**src/rtl/demux_rr_dispatcher.sv**
```systemverilog
// 1-to-8 demux sequencer: latches one beat, steers it to an addressed or round-robin channel.
// Latency: accept edge -> out_valid next cycle; >=2 cycles/beat; in_ready low while a beat is held.
module demux_rr_dispatcher #(
  parameter int DW    = 8,
  parameter int CNT_W = 16
) (
  input  logic             clk,
  input  logic             rst,
  input  logic             in_valid,
  output logic             in_ready,
  input  logic [DW-1:0]    in_data,
  input  logic [2:0]       in_dest,
  input  logic             mode,
  output logic [7:0]       out_valid,
  input  logic [7:0]       out_ready,
  output logic [DW-1:0]    out_data,
  output logic [2:0]       cur_sel,
  output logic             busy,
  output logic [CNT_W-1:0] beat_cnt
);

  typedef enum logic {IDLE, HOLD} state_t;

  state_t     state, state_nxt;
  logic [2:0] rr_ptr;
  logic [2:0] rr_pick;
  logic [2:0] rr_idx;
  logic [2:0] target;
  logic       rr_mode;
  logic       accept;
  logic       deliver;

  // Scan from the farthest offset down so the nearest ready channel wins.
  always_comb begin
    rr_pick = rr_ptr;
    rr_idx  = rr_ptr;
    for (int i = 7; i >= 0; i--) begin
      rr_idx = rr_ptr + 3'(i);
      if (out_ready[rr_idx]) rr_pick = rr_idx;
    end
  end

  assign target = mode ? rr_pick : in_dest;

  always_ff @(posedge clk or posedge rst) begin
    if (rst) state <= IDLE;
    else     state <= state_nxt;
  end

  always_comb begin
    state_nxt = state;
    in_ready  = 1'b0;
    busy      = 1'b0;
    out_valid = 8'h00;
    accept    = 1'b0;
    deliver   = 1'b0;
    case (state)
      IDLE: begin
        in_ready = 1'b1;
        if (in_valid) begin
          accept    = 1'b1;
          state_nxt = HOLD;
        end
      end
      HOLD: begin
        busy      = 1'b1;
        out_valid = 8'h01 << cur_sel;
        if (out_ready[cur_sel]) begin
          deliver   = 1'b1;
          state_nxt = IDLE;
        end
      end
      default: state_nxt = IDLE;
    endcase
  end

  // Mode is captured with the beat so a mid-HOLD change only affects the next accept.
  always_ff @(posedge clk or posedge rst) begin
    if (rst) begin
      out_data <= '0;
      cur_sel  <= 3'd0;
      rr_mode  <= 1'b0;
      rr_ptr   <= 3'd0;
      beat_cnt <= '0;
    end else begin
      if (accept) begin
        out_data <= in_data;
        cur_sel  <= target;
        rr_mode  <= mode;
      end
      if (deliver) begin
        beat_cnt <= beat_cnt + CNT_W'(1);
        if (rr_mode) rr_ptr <= cur_sel + 3'd1;
      end
    end
  end

endmodule
```
**config.mk**
```make
export PLATFORM = sky130hd
export DESIGN_NAME = demux_rr_dispatcher
export DESIGN_NICKNAME = d
export VERILOG_FILES = /design/src/rtl/demux_rr_dispatcher.sv
export SDC_FILE = /design/constraint.sdc
export NUM_CORES = 1
export LEC_CHECK = 0
export ABC_AREA = 1
export CAP_MARGIN = 20
export CORE_MARGIN = 5
export CORE_UTILIZATION = 48
export CTS_CLUSTER_DIAMETER = 120
export DETAILED_ROUTE_END_ITERATION = 7
export PLACE_DENSITY = 0.89
export SYNTH_ARGS = -nofsm -noshare
export SYNTH_HDL_FRONTEND = slang
export SYNTH_SLANG_ARGS = --single-unit
```
**constraint.sdc**
```tcl
create_clock -name clk -period 2.6 [get_ports clk]
set_clock_uncertainty 0.2 [all_clocks]
set_input_delay 0.52 -clock clk [delete_from_list [all_inputs] [get_ports clk]]
set_output_delay 0.52 -clock clk [all_outputs]
set_load 0.005 [all_outputs]
```
## After elaboration in Yosys (flattened, before gate mapping)

Cells that the tools add are included.

| storage, ports and cells | value |
|---|---|
| register bits after elaboration | 32 |
| logic and storage cells | 63 |
| memory bits (read-only) | 0 |
| output and inout bits | 37 |
| memories kept | 0 |
| memory bits (writable) | 0 |
| latch bits | 0 |

| operators by class | value |
|---|---|
| multiplexer cells | 36 |
| shift operators | 1 |
| reductions and logical operators | 1 |
| $add $sub $neg | 9 |
| equality and inequality tests | 0 |
| magnitude comparators | 9 |
| bitwise logic cells | 1 |
| multipliers | 0 |
| divide/modulo/power cells | 0 |

Operator list:

| operator | number |
|---|---|
| $lt 3x4->1 const B | 9 |
| $bmux 1 s3 | 9 |
| $mux 3 | 9 |
| $add 16x1->16 const B | 1 |
| $mux 1 | 16 |
| $add 3x3->3 const B | 4 |
| $mux 8 | 1 |
| $shl 1x3->8 const A | 1 |
| $add 3x1->3 const B | 2 |
| $add 3x2->3 const B | 2 |
| $pmux 1 s2 | 1 |
| $reduce_and 2->1 | 1 |
| $not 1->1 | 1 |

## Longest topological paths before layout

Gate-level depths: netlist of run 1.

| logic depth | value |
|---|---|
| depth in word-level cells | 12 |
| gate-level depth with buffers | 18 |

## Worst setup path after synthesis of run 1

OpenSTA, ideal clock, no wires.

| timing | value |
|---|---|
| path type | register to register |
| start point | register rr_ptr[0] |
| end point | register cur_sel[0] |
| data required time | 2.280 ns |
| slack | 0.544 ns |
| data arrival time | 1.736 ns |
| stages on the path, launching flop included | 19 |
| setup time | 0.120 ns |
| cells stage by stage | dfrtp_1 > inv_2 > ha_1 > inv_1 > nand3_1 > nand2_1 > clkinv_1 > nand2_1 > nand2_1 > inv_1 > nand2_1 > nand2_1 > nand2_1 > nand2_1 > nand2_1 > nand2_1 > nand2_1 > nand3_1 > nand2_1 |

| on the way | value |
|---|---|
| cells in the longest elaborated chain, start to end | 12 |

RTL lines:

| what | RTL line | text |
|---|---|---|
| start: declaration | 25 | `logic [2:0] rr_ptr;` |
| start signal: assignment | 93 | `if (rr_mode) rr_ptr <= cur_sel + 3'd1;` |
| $add 3x3->3 | 38 | `rr_idx = rr_ptr + 3'(i);` |
| $bmux 1 s3 | 39 | `if (out_ready[rr_idx]) rr_pick = rr_idx;` |
| $mux 1 (implied by the code) | 39 |  |
| $mux 3 (7 in a row) | 39 |  |
| $mux 3 * | 39 |  |
| $mux 3 * | 43 | `assign target = mode ? rr_pick : in_dest;` |
| end signal: assignment | 88 | `cur_sel <= target;` |
| end: declaration | 17 | `output logic [2:0] cur_sel,` |

Every way passes the cells marked *; elsewhere a longest branch is shown, timed or not. The select of a mux whose other input is x is not followed.
A chain may end at the register's enable or synchronous reset.

## Worst setup path in the final report of run 1

| timing | value |
|---|---|
| start point | register cur_sel[0] |
| end point | output port out_valid[7] |

| on the way | value |
|---|---|
| cells in the longest elaborated chain, start to end | 2 |

RTL lines:

| what | RTL line | text |
|---|---|---|
| $shl 1x3->8 | 67 | `out_valid = 8'h01 << cur_sel;` |
| $mux 8 | 57 | `case (state)` |
| end: declaration | 14 | `output logic [7:0] out_valid,` |

No other way between the ends.

==> results of run 1 <==
per-layer routing:
layer	vias to the layer above	track usage, %	wire, um
met1	996	25.2	2460
met5	-	0	0
met3	4	5.62	451
met2	85	32.1	2660
met4	0	7.39	73
li1	1104	-	-
layout by cell type, fill, tap and decap left out, types with 2 or more instances in the layout:
cell type / instances
ha_1: 9
inv_2: 3
inv_1: 34
a31oi_1: 3
nor2_4: 2
xor2_1: 10
a21oi_1: 11
nand2_2: 2
nor2_1: 25
dfrtp_1: 30
nand3_4: 2
o21ai_1: 2
xnor2_1: 5
dfrtp_2: 2
clkdlybuf4s50_1: 59
nand2_1: 111
o21ai_0: 3
nand4_1: 2
clkbuf_8: 5
nand3_1: 37
buf_4: 8
sequential cells by signal (all words and copies together) (netlist names):
register  count
beat_cnt     16
out_data      8
cur_sel       3
rr_ptr        3
rr_mode       1
state         1
how the worst max path moves through the flow:
| stage | startpoint | endpoint | slack [ns] | cells after the start |
|---|---|---|---|---|
| finish | cur_sel[0] | out_valid[7] | 0.12 | 5 |
| global route | cur_sel[0] | out_valid[3] | 0.04 | 5 |
| CTS | cur_sel[1] | out_valid[1] | 0.04 | 5 |
| detailed placement | out_ready[0] | beat_cnt[15] | 0.15 | 13 |
| global placement | out_ready[0] | beat_cnt[15] | 0.18 | 13 |
| floorplan | rr_ptr[0] | cur_sel[0] | 0.54 | 18 |
worst min-delay path, stage by stage, from the launching register on:
cell and delay [ns]:
dfrtp_1 0.34, nand2_1 0.05, nand2_1 0.04
metrics by stage:
| step | utilization, % | setup WS (ns) |
|---|---|---|
| 2_1_floorplan | - | 0.544 |
| 3_3_place_gp | 65.7 | 0.178 |
| 3_5_place_dp | 65.7 | 0.148 |
| 4_1_cts | 67.4 | 0.0411 |
| 5_1_grt | 67.6 | 0.0404 |
| 6_report | 67.6 | 0.120 |
cell type report:
| class | instances | area share, % |
|---|---|---|
| Clock buffer | 6 | 2.47 |
| Inverter | 39 | 5.06 |
| Tap cell | 52 | 2.21 |
| Timing Repair Buffer | 67 | 22.1 |
| Clock inverter | 1 | 0.170 |
| Multi-Input combinational cell | 232 | 40.7 |
| Sequential cell | 32 | 27.3 |
power by group through the flow:
stage | combinational (W) | clock [W] | sequential (W)
detailed placement | 0.00229 | 0 | 0.000870
global placement | 0.00223 | 0 | 0.000872
floorplan | 0.00149 | 0 | 0.000839
finish | 0.00232 | 0.000347 | 0.000880
global route | 0.00262 | 0.000382 | 0.000909
CTS | 0.00231 | 0.000360 | 0.000869
repair_timing:
| item | in CTS | in global routing |
|---|---|---|
| setup endpoints to repair | 0 | 8 |
| gates resized for setup | 0 | 4 |
| hold buffers | 0 | 0 |
| setup buffers | 0 | 0 |
| endpoints found under the hold margin | 0 | 0 |
kinds of logic (layout without fill, tap and decap cells):
family                     count (synthesis)  in the layout
and+or+nand+nor                          185            185
buffers and inverters                     44            113
DFF                                       32             32
AOI/OAI and AO/OA                         21             21
xor gates and xnor gates                  16             16
adders and majority gates                  9              9
muxes                                      1              1
==> impl_metrics.py, run 1 <==
metrics = {
    "floorplanning": {
        "die_h_um": 77.2,
        "io_pins": 60,
        "fp.dieArea_mm2": 0.00596,
        "rows": 24,
        "start_util_pct": 49.8,
        "coreArea_mm2": 0.00435,
        "die_w_um": 77.2,
    },
    "logic_synthesis": {
        "synth_mux_area_share_pct": 0.519,
        "synth_cell_types": 29,
        "yosys-top-cells-count": "nand2_1 (111), nand3_1 (37), inv_1 (35)",
        "synth-xor-area-share_pct": 6.81,
        "netlist.area_leader.share_pct": 36.9,
        "synth-seq-cells": 32,
        "synth-simple-area-share_pct": 37.4,
        "post-synth-top-area-cell": "dfrtp_1",
        "synth_nets": 340,
        "synth_top_family_by_area": "simple AND/OR/NAND/NOR gates",
        "synth-edff-count": 0,
        "synth_compound_area_share_pct": 5.25,
        "ys.flop_type": "dfrtp_1",
        "ys_top_cells_by_area": "dfrtp_1 (37%), nand2_1 (19%), nand3_1 (8.5%)",
        "synth.most_common_cell": "nand2_1",
        "syn_area_per_cell_um2": 7.04,
        "synthArstFlopShare_pct": 100,
        "synth_fa_ha_area_share_pct": 5.19,
        "syn_area_mm2": 0.00217,
        "ys_warn_count": 0,
        "ys_seq_area_share_pct": 36.9,
        "syn_inst": 308,
    },
    "power": {
        "ir_worst_vdd_v": 0.000653,
        "swShare_pct": 47.2,
        "power.share.clock_pct": 9.8,
        "p_sw_w": 0.00167,
        "powerDensity_mw_per_mm2": 1210,
        "p_leak_nw": 1.56,
        "p_seq_share_pct": 24.8,
        "p_int_w": 0.00187,
        "total_power_w": 0.00355,
        "combPwrFrac_pct": 65.4,
    },
    "drt": {
        "viasPerCell": 5.10,
        "routed_wirelength_mm": 5.65,
        "ant_nets": 0,
        "firstDrtPassIters": 4,
        "avgRoutedWirePerCell_um": 13.2,
        "drtIter0Drc": 146,
        "drc": 0,
        "routed-via-count": 2189,
    },
    "clock_network": {
        "numCtsBuffers": 5,
        "clk_latency_ns": 0.28,
        "clk_pin_slew_ns": 0.06,
        "cts_tree": "done",
        "htreeDepth": 2,
        "cts.sinks": 32,
        "root_buffer": "clkbuf_8",
        "cts_buffer_depth": 2,
    },
    "finish": {
        "diodes": 0,
        "fin_area_mm2": 0.00294,
        "nets": 409,
        "fillerInstances": 329,
        "multi_input_area_mm2": 0.00120,
        "drive_gt1_share_pct": 7.96,
        "seqCellArea_um2": 803,
        "final_cells": 429,
        "syn2layout_area_growth_pct": 35.7,
    },
    "global_routing": {
        "antenna_found_initial": 0,
        "grt_pass1_wl_mm": 9.76,
        "grt_start_max_net_pins": 33,
        "grt_overflow": 0,
        "track_usage_pct": 19.9,
        "grt_pass1_vias": 2195,
    },
    "setup_path": {
        "critPathArrivalTime_ns": 1.76,
        "path_class": "reg2out",
        "critPathSlowestCell": "dfrtp_2",
        "path_max_fanout": 8,
        "cp-end-kind": "primary output",
        "cp_num_buf_inv": 2,
        "worstPathCellList": "ha_1 -> ha_1 -> nand2_1 -> inv_1 -> clkdlybuf4s50_1",
        "path_common_cell": "ha_1",
        "reg2reg_to": "cur_sel[0]",
        "required_ns": 1.88,
        "crit_family": "buffers and inverters",
        "cp-start-kind": "register",
        "rr_startpoint": "rr_ptr[0]",
        "worstRegToRegCells": 18,
        "cpPeakStageDelay_ns": 0.47,
        "r2r_setup_slack_ns": 0.29,
    },
    "hold_path": {
        "min_from": "out_data[1]",
        "worst_hold_path_type": "reg2reg",
        "hold-path-endpoint": "out_data[1]",
        "hold_path_depth": 2,
    },
    "timing": {
        "slew_violations": 0,
        "finalCritPeriodShare_pct": 95.4,
        "rsz0062_at_grt": "false",
        "hold_viol": 0,
        "setup_violations": 0,
        "slew_headroom_pct": 73.7,
        "finalSetupTns_ns": 0,
        "fmax_mhz": 403,
        "holdWs_ns": 0.273,
        "fin_crit_ns": 2.48,
        "tightest_slew_ns": 0.394,
    },
    "placement": {
        "place.gp.congestion": 0.978,
        "dpl.hpwl_mm": 4.44,
        "dpl_cell_area_mm2": 0.00286,
        "port_buffers": 59,
        "place_inst": 422,
    },
    "status": {
        "status": "complete, no violations",
    },
    "flow_run": {
        "drv_cap": 0,
    },
}
Power figures use the tool's default switching activity.
==> run 2: changes to the inputs <==
- CTS_BUF_LIST: default -> sky130_fd_sc_hd__clkbuf_4 sky130_fd_sc_hd__clkbuf_8 sky130_fd_sc_hd__clkbuf_16
==> impl_metrics.py, run 2 (synthesis gave the netlist of run 1 again) <==
metrics = {
    "clock_network": {
        "clk_latency_ns": 0.28,
        "postCtsSetupBuffers": 0,
        "cts_tree": "done",
        "htreeDepth": 2,
        "cts-hold-fix-buffers": 0,
        "cts_buffer_depth": 2,
        "clk_pin_slew_ns": 0.06,
        "root_buffer": "clkbuf_8",
        "numCtsBuffers": 5,
        "cts_resized": 0,
        "cts.sinks": 32,
    },
    "drt": {
        "drtIter0Drc": 145,
        "ant_nets": 0,
        "routed_wirelength_mm": 5.65,
        "routed-via-count": 2187,
        "drc": 0,
        "viasPerCell": 5.10,
        "avgRoutedWirePerCell_um": 13.2,
        "firstDrtPassIters": 4,
    },
    "finish": {
        "post-route-util_pct": 67.6,
        "mostFrequentLayoutCells": "nand2_1 (111), clkdlybuf4s50_1 (59), nand3_1 (37)",
        "drive_gt1_share_pct": 8.22,
        "reg_top3": "beat_cnt: 16 flops, out_data: 8 flops",
        "nets": 409,
        "diodes": 0,
        "largest_reg_flops": 16,
        "final_common_cell": "nand2_1",
        "top_register": "beat_cnt",
        "syn2layout_area_growth_pct": 35.8,
    },
    "floorplanning": {
        "start_util_pct": 49.8,
        "io_pins": 60,
        "die_h_um": 77.2,
        "rows": 24,
        "fp.dieArea_mm2": 0.00596,
        "coreArea_mm2": 0.00435,
        "die_w_um": 77.2,
    },
    "setup_path": {
        "critPathArrivalTime_ns": 1.76,
        "cp_num_buf_inv": 2,
        "required_ns": 1.88,
        "rr_startpoint": "rr_ptr[0]",
        "crit_family": "buffers and inverters",
        "r2r_setup_slack_ns": 0.29,
        "cp-start-kind": "register",
        "worstRegToRegCells": 18,
        "reg2reg_to": "cur_sel[0]",
        "path_class": "reg2out",
        "critPathSlowestCell": "dfrtp_2",
        "cpPeakStageDelay_ns": 0.47,
        "path_common_cell": "ha_1",
        "worstPathCellList": "ha_1 -> ha_1 -> nand2_1 -> inv_1 -> clkdlybuf4s50_1",
        "cp-end-kind": "primary output",
        "path_max_fanout": 8,
    },
    "power": {
        "ir_worst_vdd_v": 0.000653,
        "powerDensity_mw_per_mm2": 1210,
        "p_leak_nw": 1.57,
    },
    "timing": {
        "finalSetupTns_ns": 0,
        "hold_viol": 0,
        "fmax_mhz": 403,
        "slew_headroom_pct": 73.7,
        "holdWs_ns": 0.274,
        "setup_violations": 0,
        "tightest_slew_ns": 0.394,
        "finalCritPeriodShare_pct": 95.4,
        "slew_violations": 0,
        "fin_crit_ns": 2.48,
        "rsz0062_at_grt": "false",
    },
    "global_routing": {
        "grt_pass1_vias": 2195,
        "grt_start_max_net_pins": 33,
        "grt_overflow": 0,
        "antenna_found_initial": 0,
        "grt_pass1_wl_mm": 9.76,
        "track_usage_pct": 19.9,
    },
    "hold_path": {
        "min_from": "out_data[1]",
        "worst_hold_path_type": "reg2reg",
        "hold_path_depth": 2,
        "hold-path-endpoint": "out_data[1]",
    },
    "flow_run": {
        "drv_cap": 0,
    },
    "placement": {
        "port_buffers": 59,
        "place.gp.congestion": 0.978,
        "dpl.hpwl_mm": 4.44,
    },
    "status": {
        "status": "complete, no violations",
    },
}
-- run 2: cell count changes in the layout (fill, tap and decap cells not counted) --
cell,previous run,this run
clkbuf_1,1,0
clkbuf_4,0,1
-- run 2: through the flow --
step	setup WS, ns	cells	cell area, um2	total power (W)
4_1_cts	0.0411	429	2940	0.00355
3_5_place_dp	0.148	422	2860	0.00316
5_1_grt	0.0404	429	2950	0.00392
3_3_place_gp	0.178	422	2860	0.00310
6_report	0.120	429	2950	0.00356
2_1_floorplan	0.544	308	2170	0.00233
-- run 2: metal layers --
metal  GRT usage (%)  vias up  wire, um
met3            5.62        4       450
met5               0        -         0
met4            7.39        0        73
li1                -     1104         -
met2            32.1       85      2660
met1            25.2      994      2460
-- run 2: power breakdown --
group          total (W)  switching [W]  internal, W
combinational    0.00232        0.00131      0.00101
clock           0.000358       0.000166     0.000192
sequential      0.000880       0.000204     0.000676
-- run 2: layout make-up --
cell class	count	area (um2)
clock buffer	6	76.3
timing repair buffer	67	651
clock inverter	1	5.00
tap	52	65.1
inverter	39	149
multi-input combinational	232	1200
fill	328	1410
sequential	32	803
-- run 2: worst max path at each step --
| stage | from | end | slack (ns) | cells past startpoint |
|---|---|---|---|---|
| after global placement | out_ready[0] | beat_cnt[15] | 0.18 | 13 |
| after CTS | cur_sel[1] | out_valid[1] | 0.04 | 5 |
| after floorplan | rr_ptr[0] | cur_sel[0] | 0.54 | 18 |
| after global routing | cur_sel[0] | out_valid[3] | 0.04 | 5 |
| after detailed placement | out_ready[0] | beat_cnt[15] | 0.15 | 13 |
| final | cur_sel[0] | out_valid[7] | 0.12 | 5 |
-- run 2: worst register-to-register path: stages (launching register included) --
cell	delay, ns
dfrtp_1	0.39
inv_2	0.16
ha_1	0.31
inv_1	0.19
nand3_1	0.10
nand2_1	0.07
clkinv_1	0.08
nand2_1	0.09
nand2_1	0.09
inv_1	0.06
nand2_1	0.05
nand2_1	0.05
nand2_1	0.05
nand2_1	0.05
nand2_1	0.07
nand2_1	0.06
nand2_1	0.04
nand3_1	0.06
nand2_1	0.05
